===== src/rtl/fpnew_pkg.sv =====
`default_nettype none
// ============================================================================
// Module      : fpnew_pkg
// Description : Shared FPU types. Holds the IEEE-754 exception status record
//               returned by an operation group alongside each result.
// Revision    : 1.0 - initial release
// ============================================================================
package fpnew_pkg;

    // IEEE-754 exception flags: invalid, divide-by-zero, overflow,
    // underflow, inexact.
    typedef struct packed {
        logic nv;
        logic dz;
        logic of_;
        logic uf;
        logic nx;
    } status_t;

endpackage
`default_nettype wire


===== src/rtl/fpnew_result_reorder.sv =====
`default_nettype none
// ============================================================================
// Module      : fpnew_result_reorder
// Description : Issues operations into an FPU operation group, tagging each
//               with a reorder-slot index, collects the out-of-order results
//               and retires them to the core strictly in issue order.
// Revision    : 1.0 - initial release
// ----------------------------------------------------------------------------
// Ports
//   clk_i, rst_ni             clock, asynchronous active-low reset
//   in_valid_i/in_ready_o     core issue handshake, in_user_i sideband
//   fpu_in_valid_o/_ready_i   issue handshake towards the group
//   fpu_tag_o                 slot index attached to the issued op
//   fpu_out_valid_i/_ready_o  completion handshake from the group
//   fpu_result_i, fpu_status_i, fpu_ext_bit_i, fpu_tag_i  completion data
//   out_valid_o/out_ready_i   in-order retire handshake
//   result_o, status_o, extension_bit_o, user_o            retired data
//   flush_i                   discard all outstanding operations
//   busy_o                    at least one slot allocated
// ============================================================================
module fpnew_result_reorder
    import fpnew_pkg::*;
#(
    parameter int unsigned Width    = 32,
    parameter int unsigned Depth    = 4,
    parameter type         UserType = logic,
    localparam int unsigned IdxW    = $clog2(Depth)
) (
    input  logic             clk_i,
    input  logic             rst_ni,
    // core issue side
    input  logic             in_valid_i,
    output logic             in_ready_o,
    input  UserType          in_user_i,
    // operation group issue side
    output logic             fpu_in_valid_o,
    input  logic             fpu_in_ready_i,
    output logic [IdxW-1:0]  fpu_tag_o,
    // operation group completion side
    input  logic             fpu_out_valid_i,
    output logic             fpu_out_ready_o,
    input  logic [Width-1:0] fpu_result_i,
    input  status_t          fpu_status_i,
    input  logic             fpu_ext_bit_i,
    input  logic [IdxW-1:0]  fpu_tag_i,
    // in-order retire side
    output logic             out_valid_o,
    input  logic             out_ready_i,
    output logic [Width-1:0] result_o,
    output status_t          status_o,
    output logic             extension_bit_o,
    output UserType          user_o,
    // control
    input  logic             flush_i,
    output logic             busy_o
);

    typedef struct packed {
        logic [Width-1:0] result;
        status_t          status;
        logic             ext_bit;
        UserType          user;
    } slot_t;

    localparam logic [IdxW:0] PTR_ONE = {{IdxW{1'b0}}, 1'b1};

    slot_t            slots [Depth];
    logic [Depth-1:0] alloc;
    logic [Depth-1:0] done;
    logic [IdxW:0]    wr_ptr;
    logic [IdxW:0]    rd_ptr;

    logic [IdxW-1:0]  wr_idx;
    logic [IdxW-1:0]  rd_idx;
    logic             empty;
    logic             full;
    logic             issue_fire;
    logic             cmpl_fire;
    logic             retire_fire;

    assign wr_idx = wr_ptr[IdxW-1:0];
    assign rd_idx = rd_ptr[IdxW-1:0];
    assign empty  = (wr_ptr == rd_ptr);
    assign full   = (wr_idx == rd_idx) && (wr_ptr[IdxW] != rd_ptr[IdxW]);

    // Full is evaluated on current pointers only, so a retire in the same
    // cycle does not free a slot for issue until the next cycle.
    assign fpu_in_valid_o = in_valid_i & ~full;
    assign in_ready_o     = fpu_in_ready_i & ~full & ~flush_i;
    assign fpu_tag_o      = wr_idx;
    assign issue_fire     = in_valid_i & in_ready_o;

    // Every in-flight op owns a slot, so completions can always be accepted.
    // Stray results (unallocated or already-done slot) are dropped.
    assign fpu_out_ready_o = 1'b1;
    assign cmpl_fire       = fpu_out_valid_i & alloc[fpu_tag_i] & ~done[fpu_tag_i];

    assign out_valid_o     = ~empty & done[rd_idx];
    assign retire_fire     = out_valid_o & out_ready_i;
    assign result_o        = slots[rd_idx].result;
    assign status_o        = slots[rd_idx].status;
    assign extension_bit_o = slots[rd_idx].ext_bit;
    assign user_o          = slots[rd_idx].user;
    assign busy_o          = ~empty;

    // Issue, completion and retire always target distinct slots: issue hits
    // a free slot, completion an allocated not-done slot, retire a done slot.
    always_ff @(posedge clk_i or negedge rst_ni) begin
        if (!rst_ni) begin
            wr_ptr <= '0;
            rd_ptr <= '0;
            alloc  <= '0;
            done   <= '0;
            for (int i = 0; i < Depth; i++) begin
                slots[i] <= '0;
            end
        end else if (flush_i) begin
            wr_ptr <= '0;
            rd_ptr <= '0;
            alloc  <= '0;
            done   <= '0;
        end else begin
            if (issue_fire) begin
                alloc[wr_idx]      <= 1'b1;
                done[wr_idx]       <= 1'b0;
                slots[wr_idx].user <= in_user_i;
                wr_ptr             <= wr_ptr + PTR_ONE;
            end
            if (cmpl_fire) begin
                done[fpu_tag_i]          <= 1'b1;
                slots[fpu_tag_i].result  <= fpu_result_i;
                slots[fpu_tag_i].status  <= fpu_status_i;
                slots[fpu_tag_i].ext_bit <= fpu_ext_bit_i;
            end
            if (retire_fire) begin
                alloc[rd_idx] <= 1'b0;
                done[rd_idx]  <= 1'b0;
                rd_ptr        <= rd_ptr + PTR_ONE;
            end
        end
    end

`ifndef SYNTHESIS
    always @(posedge clk_i) begin
        if (rst_ni && !flush_i && fpu_out_valid_i) begin
            assert (alloc[fpu_tag_i] && !done[fpu_tag_i])
                else $error("fpnew_result_reorder: result for free or completed slot %0d", fpu_tag_i);
        end
    end
`endif

endmodule
`default_nettype wire

===== config.mk =====
export PLATFORM = sky130hd
export DESIGN_NAME = fpnew_result_reorder
export DESIGN_NICKNAME = d
export VERILOG_FILES = /design/src/rtl/fpnew_pkg.sv /design/src/rtl/fpnew_result_reorder.sv
export SDC_FILE = /design/constraint.sdc
export NUM_CORES = 1
export LEC_CHECK = 0
export CORE_ASPECT_RATIO = 2
export CORE_UTILIZATION = 40
export CTS_BUF_LIST = sky130_fd_sc_hd__clkbuf_16
export DETAILED_ROUTE_END_ITERATION = 16
export HOLD_SLACK_MARGIN = 0.12
export PLACE_DENSITY = 0.7
export SYNTH_ARGS = -nofsm -noshare
export SYNTH_HDL_FRONTEND = slang
export SYNTH_SLANG_ARGS = --single-unit

===== constraint.sdc =====
create_clock -name clk_i -period 4.6 [get_ports clk_i]
set_input_delay 1.38 -clock clk_i [delete_from_list [all_inputs] [get_ports clk_i]]
set_output_delay 1.38 -clock clk_i [all_outputs]
set_load 0.05 [all_outputs]

=== After elaboration in Yosys (flattened, before gate mapping) ===
Index checks and enable logic that the tools add are counted.

* Add/subtract/negate cells: 2
* $lt $le $gt $ge: 11
* Equality and inequality tests: 3
* Mux-type cells: 44
* Bitwise logic cells: 22
* Reductions and logical operators: 8

{| class="wikitable"
|+ Operators by type and width
! operator !! count
|-
| bitwise mux 156 bit || 4
|-
| two-way mux 156 bit || 3
|-
| demux 39 bit (select 2 bit) || 4
|-
| two-way mux 39 bit || 3
|-
| binary-select mux 39 bit (select 2 bit) || 1
|-
| two-way mux 4 bit || 10
|-
| bitwise AND 4 bit || 3
|-
| two-way mux 3 bit || 4
|-
| greater-or-equal comparator 3 bit, second input constant || 3
|-
| < comparator 2 x 3 -> 1 bit, second input constant || 3
|-
| NOT 2 -> 3 bit || 3
|-
| bitwise AND 1 bit || 8
|-
| NOT 4 bit || 2
|-
| bitwise OR 4 bit || 2
|-
| two-way mux 1 bit || 7
|-
| two-way mux 7 bit || 1
|-
| adder 3 x 1 -> 3 bit, second input constant || 2
|-
| binary-select mux 1 bit (select 2 bit) || 3
|-
| demux 1 bit (select 2 bit) || 3
|-
| greater-or-equal comparator 2 x 1 -> 1 bit, second input constant || 3
|-
| logical AND 1 bit || 6
|-
| < comparator 3 x 1 -> 1 bit, second input constant || 2
|-
| NOT 1 bit || 4
|-
| nonzero test 2 bit || 2
|-
| 4 further kinds || 4
|}

* Register bits after elaboration: 170
* Output and inout bits: 46
* Word-level logic and storage cells: 126

=== Depth between registers and ports, before layout ===
Gate-level depths: netlist of the first run.

* Word-level depth: 14
* Depth in mapped cells: 6
* Mapped depth without buffers: 5

=== Worst setup path before layout of the first run ===
Ideal clock, no wire load.

* Kind: input-to-output
* Start point: input port flush_i
* End point: output port in_ready_o
* Data arrival time: 2.231 ns
* Slack: 0.989 ns
* Stages on the path: 3
* Path buffers: 2
* Cell sequence: buf_2 -> clkbuf_1 -> and3b_1

* Longest elaborated chain between the ends: 2

{| class="wikitable"
|+ Ends and longest elaborated chain
! what !! RTL line !! source
|-
| start: declaration || fpnew_result_reorder.sv:54 || <nowiki>input logic flush_i,</nowiki>
|-
| NOT 1 bit || fpnew_result_reorder.sv:89 || <nowiki>assign in_ready_o = fpu_in_ready_i & ~full & ~flush_i;</nowiki>
|-
| bitwise AND 1 bit || fpnew_result_reorder.sv:89 ||
|-
| end: declaration || fpnew_result_reorder.sv:33 || <nowiki>output logic in_ready_o,</nowiki>
|}

No other way between the ends.

=== Worst setup path after layout of the first run ===
* Start point: register rd_ptr[0]
* End point: output port result_o[31]

* Longest elaborated chain between the ends: 4

{| class="wikitable"
|+ Ends and longest elaborated chain
! what !! RTL line !! source
|-
| start: declaration || fpnew_result_reorder.sv:71 || <nowiki>logic [IdxW:0] rd_ptr;</nowiki>
|-
| start signal: assignment || fpnew_result_reorder.sv:138 || <nowiki>rd_ptr <= rd_ptr + PTR_ONE;</nowiki>
|-
| NOT 2 -> 3 bit (not written as such) || fpnew_result_reorder.sv:100 || <nowiki>assign result_o = slots[rd_idx].result;</nowiki>
|-
| binary-select mux 39 bit (select 2 bit) || fpnew_result_reorder.sv:100 ||
|-
| two-way mux 39 bit (2 in series) || n/a ||
|-
| end: declaration || fpnew_result_reorder.sv:49 || <nowiki>output logic [Width-1:0] result_o,</nowiki>
|}

No other way between the ends. The select of a mux whose other input is x is not followed.

==> results of run 1 <==
==> logic make-up (layout without fill, tap and decap cells) <==
logic type | Yosys count | count (layout) | synth area share [%]
XOR/XNOR | 6 | 6 | 0.681
flip-flops | 170 | 170 | 55.1
buffers and inverters | 39 | 142 | 2.84
adder cells (fa/ha/maj) | 8 | 8 | 1.30
AND/OR/NAND/NOR | 34 | 34 | 2.42
AO/OA/AOI/OAI | 19 | 19 | 1.91
multiplexers | 198 | 198 | 35.7
other | 1 | 1 | 0.0486
==> metrics by stage <==
stage,hold WS (ns),worst slack (ns)
floorplan,0.453,0.989
global placement,0.465,0.451
detailed placement,0.478,0.447
CTS,0.494,0.299
global route,0.514,0.203
finish,0.490,0.364
==> registers in the layout, summed over array words and instances, names as in the netlist <==
| name | cells |
|---|---|
| slots | 156 |
| wr_ptr | 3 |
| alloc | 4 |
| done | 4 |
| rd_ptr | 3 |
==> worst max-delay path: cells and delay by family (launching register included) <==
family	cells	cell delay, ns
multiplexers	1	0.55
buffers and inverters	2	1.08
flip-flops	1	0.77
==> power by group through the flow <==
stage	combinational, mW	sequential, mW	clock (mW)
6_report	0.532	1.61	1.38
2_1_floorplan	0.335	1.63	0
3_5_place_dp	0.539	1.64	0
3_3_place_gp	0.528	1.63	0
5_1_grt	0.563	1.62	1.47
4_1_cts	0.541	1.61	1.42
==> cell usage after synthesis, drive strengths merged <==
cell type	number	area (µm²)
mux2	158	1850
and2	2	12.5
nor2	8	30.0
nand3b	1	7.51
buf	27	174
mux4	40	901
dfrtp	170	4250
clkbuf	4	15.0
or4	2	18.8
ha	8	100
o311ai	1	16.3
nand3	2	10.0
o21ai	4	20.0
a21oi	5	25.0
xnor2	2	17.5
nand2	6	22.5
a211oi	1	7.51
inv	8	30.0
nand4	1	6.26
nor3	3	15.0
xor2	4	35.0
and3b	2	17.5
o21a	3	22.5
or3	1	6.26
o31ai	1	12.5
o311a	2	21.3
nor2b	2	15.0
o221a	2	22.5
and3	3	18.8
conb	1	3.75
nand2b	1	6.26
==> per-layer routing <==
| metal | wire, µm | global-route usage (%) | up-vias |
|---|---|---|---|
| met1 | 6320 | 19.9 | 2342 |
| met3 | 422 | 2.81 | 37 |
| met4 | 493 | 8.75 | 2 |
| li1 | - | - | 1926 |
| met2 | 9500 | 34.5 | 104 |
| met5 | 13 | 0 | - |
==> worst max path at each step <==
stage,start,end,slack [ns],depth (start not counted)
floorplan,flush_i,in_ready_o,0.99,3
global placement,in_valid_i,fpu_in_valid_o,0.45,3
detailed placement,in_valid_i,fpu_in_valid_o,0.45,3
CTS,rd_ptr[0],result_o[31],0.30,3
global route,rd_ptr[0],result_o[31],0.20,3
finish,rd_ptr[0],result_o[31],0.36,3
==> final cells by class <==
type	instances	area [µm²]	area share (%)
clock inverter	15	140	1.48
inverter	8	30.0	0.318
multi-input combinational	266	3250	34.4
clock buffer	17	425	4.50
sequential	170	4260	45.1
timing repair buffer	102	1020	10.8
tap	255	319	3.38
==> impl_results.md, run 1 <==
- Critical path class: reg2out
- Antenna Cells: 0
- Shortest period the worst path allows: 4.24 ns
- CP Launch Type: flip-flop
- Total global-route track usage: 18.4%
- Post-DRT Antenna Nets: 0
- Initial antenna violation count: 1
- First-pass GRT wire length: 27,200 µm
- Critical Path AT: 2.86 ns
- Reg2Reg Launch Point: rd_ptr[0]
- Fillers: 1,637
- Final period util: 92.1%
- Int Pwr: 2.56 mW
- Most frequent cells in the layout: 168 x dfrtp_1, 132 x mux2_2, 90 x clkdlybuf4s50_1, 40 x mux4_2, 20 x mux2_4
- Crit path capture type: primary output
- Crit path largest cell delay: 0.77 ns
- Number of instances in the placed design: 801
- Worst-case clock buffer depth: 2
- Drt drc: 0
- Max-slew headroom: 48.0%
- Max-slew violation count: 0
- Row Count: 71
- CP Data Required Time: 3.22 ns
- Share of cells above drive strength 1: 42.7%
- Comb pwr share: 15.1%
- Clock network power share: 39.1%
- Leakage: 4.44 nW
- Sequential cell area fraction in the yosys report: 55.1%
- CTS Buf Count: 17
- Cts-stage hold buffer count: 0
- Final GP Congestion: 0.772
- Largest net degree at the start of global routing: 85
- Worst reg2reg path depth: 4
- First drt pass iteration count: 4
- Ports: 94
- Net Sw Frac: 27.3%
- Worst-path clk slew: 0.07 ns
- Hold path depth: 1
- Vias in the first global route: 5,094
- DR WL/cell: 20.1 µm
- Syn. warnings: 0
- Worst R2R Setup Slack: 2.43 ns
- Post-CTS setup buffers: 0
- Final Hold Violating Endpoints: 0
- Max IR drop VDD: 0.241 mV
- RR Endpoint: slots[39]
- Clk Latency, worst-skew pair: 0.42 ns
- Max cap viols: 0
- GRT Residual Overflow: 0
- Sink Count: 170
- Post-Synthesis Cells: 475
- Min-Delay Startpoint: slots[117]
- Initial DRC count: 133
- Clock root cell: clkbuf_16
- Most common cell after layout, fill and taps aside: dfrtp_1
- Final setup TNS: 0 ns
- Hold Path Sink: slots[117]
- Post-Syn Area: 7720 µm²
- CTS resizes: 0
- H-tree levels: 4
- Nets@finish: 621
- Sequential share of power: 45.8%
- Routed Wire Length: 16,700 µm
- Core area: 18,800 µm²
- Non-filler cells, final: 833
- Clock skew: 0.00715 ns
- Final instance area: 9450 µm²
- Unique masters post-synth: 39
- Crit path max-delay cell type: dfrtp_4
- RSZ-0062 raised after global routing: false
- Yosys reg bits: 170
- Synth Net Count: 531
- CTS tree: built
- Hold Path Class: reg2reg
- Status: finished clean
- Psw: 961 µW
- Worst slew pin tran: 0.780 ns
- Area after DPL: 8880 µm²
- Final setup viols: 0
- Crit Path Max Fanout: 27
- Die Ht: 198 µm
- Starting density of the core: 41.0%
- Syn_area_per_cell: 16.2 µm²
- Post-layout util: 50.2%
- Vias: 4,411
- Pwr/cell area: 373 nW/µm²
- FMAX: 236 MHz
- Die width: 100 µm
- DR vias/cell: 5.30
- Die ar.: 19,900 µm²
- Power Total: 3.52 mW
- Buffers on Ports: 92
- CP Cell Sequence: buf_4, mux4_2, clkdlybuf4s50_1
- Dpl hpwl: 10,800 µm
- Area Growth Syn to Fin: 22.4%
Power figures use the tool's default switching activity.
==> run 2: changes to the inputs <==
- CAP_MARGIN: default -> 20
==> results of run 2 <==
No change in the layout: final DEF, timing and power equal those of run 1.
==> run 3: changes to the inputs <==
- clock period: 4.6 -> 4 ns (I/O delays scaled with it)
==> run 3 against run 2 <==
Sequential share of layout area fell by 0.58 points; clock-buffer cell count did not move; largest power group unchanged; wire length fell by 0.43%; design area rose by 1.3%; combinational power rose by 15%; first-iteration DRC count rose by 19%; largest cell class unchanged.
==> impl_results.md, run 3 (synthesized netlist as in run 1, its figures left out) <==
- Worst-path clk slew: 0.07 ns (about the same)
- Biggest register: slots
- Total global-route track usage: 17.9% (-0.50 points)
- Status: finished clean
- Vias: 4,423 (+0.27%)
- Final Hold Violating Endpoints: 0 (unchanged)
- CP Launch Type: flip-flop
- Final setup viols: 0 (unchanged)
- Max-slew violation count: 0 (unchanged)
- CTS Buf Count: 17 (unchanged)
- FMAX: 256 MHz
- DR WL/cell: 19.9 µm (-0.79%)
- Die ar.: 19,900 µm² (unchanged)
- Ports: 94 (unchanged)
- Nets@finish: 625 (+0.64%)
- Starting density of the core: 41.0% (unchanged)
- Area after DPL: 8930 µm² (+0.51%)
- H-tree levels: 4 (unchanged)
- Final period util: 97.5%
- Most common cell after layout, fill and taps aside: dfrtp_1
- Clock skew: 0.0106 ns (+0.00348 ns)
- Largest register FFs: 156 (unchanged)
- Max-slew headroom: 49.4% (+1.4 points)
- Max cap viols: 0 (unchanged)
- Pwr/cell area: 442 nW/µm² (+18%)
- Sequential share of power: 44.0% (-1.8 points)
- Critical Path AT: 2.70 ns (-0.16 ns)
- Worst R2R Setup Slack: 1.91 ns (-0.52 ns)
- Core area: 18,800 µm² (unchanged)
- Initial DRC count: 158 (+19%)
- Drt drc: 0 (unchanged)
- Reg2Reg Launch Point: rd_ptr[1]
- Die Ht: 198 µm (unchanged)
- Psw: 1.05 mW (+8.9%)
- Final setup TNS: 0 ns (unchanged)
- Antenna Cells: 0 (unchanged)
- GRT Residual Overflow: 0 (unchanged)
- Area Growth Syn to Fin: 24.0%
- Hold Path Class: reg2reg
- Comb pwr share: 14.5% (-0.6 points)
- CP Data Required Time: 2.80 ns (-0.42 ns)
- Sink Count: 170 (unchanged)
- Shortest period the worst path allows: 3.90 ns
- DR vias/cell: 5.29 (about the same)
- CTS resizes: 0 (unchanged)
- Worst-case clock buffer depth: 2 (unchanged)
- Clock network power share: 41.5% (+2.4 points)
- Final instance area: 9570 µm² (+1.3%)
- Crit Path Max Fanout: 12 (-56%)
- Vias in the first global route: 4,997 (-1.9%)
- Initial antenna violation count: 0 (-1)
- Post-DRT Antenna Nets: 0 (unchanged)
- Buffers on Ports: 92 (unchanged)
- Largest net degree at the start of global routing: 82 (-3.5%)
- Die width: 100 µm (unchanged)
- Dpl hpwl: 10,900 µm (+0.86%)
- Row Count: 71 (unchanged)
- Min-Delay Startpoint: slots[111]
- Share of cells above drive strength 1: 42.7% (-0.049 points)
- Int Pwr: 3.18 mW (+24%)
- Largest registers: slots (156), alloc (4), done (4)
- Net Sw Frac: 24.8% (-2.5 points)
- Critical path class: reg2out
- First-pass GRT wire length: 26,600 µm (-2.1%)
- Most frequent cells in the layout: 168 x dfrtp_1, 132 x mux2_2, 89 x clkdlybuf4s50_1, 40 x mux4_2, 20 x mux2_4
- Max IR drop VDD: 0.249 mV (+3.0%)
- RSZ-0062 raised after global routing: false
- CTS tree: built
- Crit path capture type: primary output
- Critical path startpoint: rd_ptr[1]
- Routed Wire Length: 16,700 µm (-0.43%)
- First drt pass iteration count: 4 (unchanged)
- Worst slew pin tran: 0.759 ns (-0.0215 ns)
- Clk Latency, worst-skew pair: 0.42 ns (about the same)
- Final GP Congestion: 0.809 (+4.9%)
- Leakage: 4.51 nW (+1.6%)
- Clock root cell: clkbuf_16
==> run 3: layer usage <==
layer  GRT usage (%)  vias to the layer above  wire length (µm)
met2            33.1                       82              9530
met1            20.2                     2391              6430
met5               0                        -                 0
met4            7.30                        0               299
li1                -                     1934                 -
met3            2.99                       16               421
==> run 3: metrics by stage <==
step | setup WS, ns | utilization, % | hold WS [ns] | std cells | power, mW
3_3_place_gp | 0.486 | 47.4 | 0.468 | 804 | 2.49
3_5_place_dp | 0.473 | 47.4 | 0.481 | 804 | 2.51
6_report | 0.0991 | 50.8 | 0.499 | 836 | 4.23
5_1_grt | 0.0248 | 50.8 | 0.513 | 836 | 4.39
2_1_floorplan | 0.749 | - | 0.453 | 475 | 2.26
4_1_cts | 0.0127 | 50.7 | 0.503 | 835 | 4.28
==> run 3: final timing paths <==
kind	cells after the start	end
setup reg to reg	5	done[0]
hold / removal	1	slots[111]
max in group asynchronous	2	slots[24]
hold reg to reg	1	slots[111]
min in group asynchronous	1	slots[102]
setup / recovery	4	result_o[24]
==> run 3: final cells by class <==
| type | instances | area [µm²] |
|---|---|---|
| Timing Repair Buffer | 106 | 1080 |
| Clock buffer | 17 | 425 |
| Multi-Input combinational cell | 266 | 3250 |
| Clock inverter | 14 | 204 |
| Tap cell | 255 | 319 |
| Inverter | 8 | 30.0 |
| Sequential cell | 170 | 4260 |
| Fill cell | 1621 | 9260 |
==> run 3: power by group through the flow <==
stage	logic, mW	clock network (mW)	registers [mW]
2_1_floorplan	0.385	0	1.87
3_3_place_gp	0.605	0	1.88
3_5_place_dp	0.620	0	1.89
4_1_cts	0.622	1.80	1.86
5_1_grt	0.648	1.87	1.87
6_report	0.613	1.76	1.86
==> run 3: worst max-delay path, cell delays in order, from the launching register on <==
cell and delay [ns]:
dfrtp_2 0.62, buf_4 0.32, buf_4 0.27, mux4_2 0.34
clkdlybuf4s50_1 0.73
==> run 3: repair_timing <==
item / CTS / global route
buffers inserted: 0 / 1
endpoints found under the setup margin: 0 / 10
hold buffers: 0 / 0
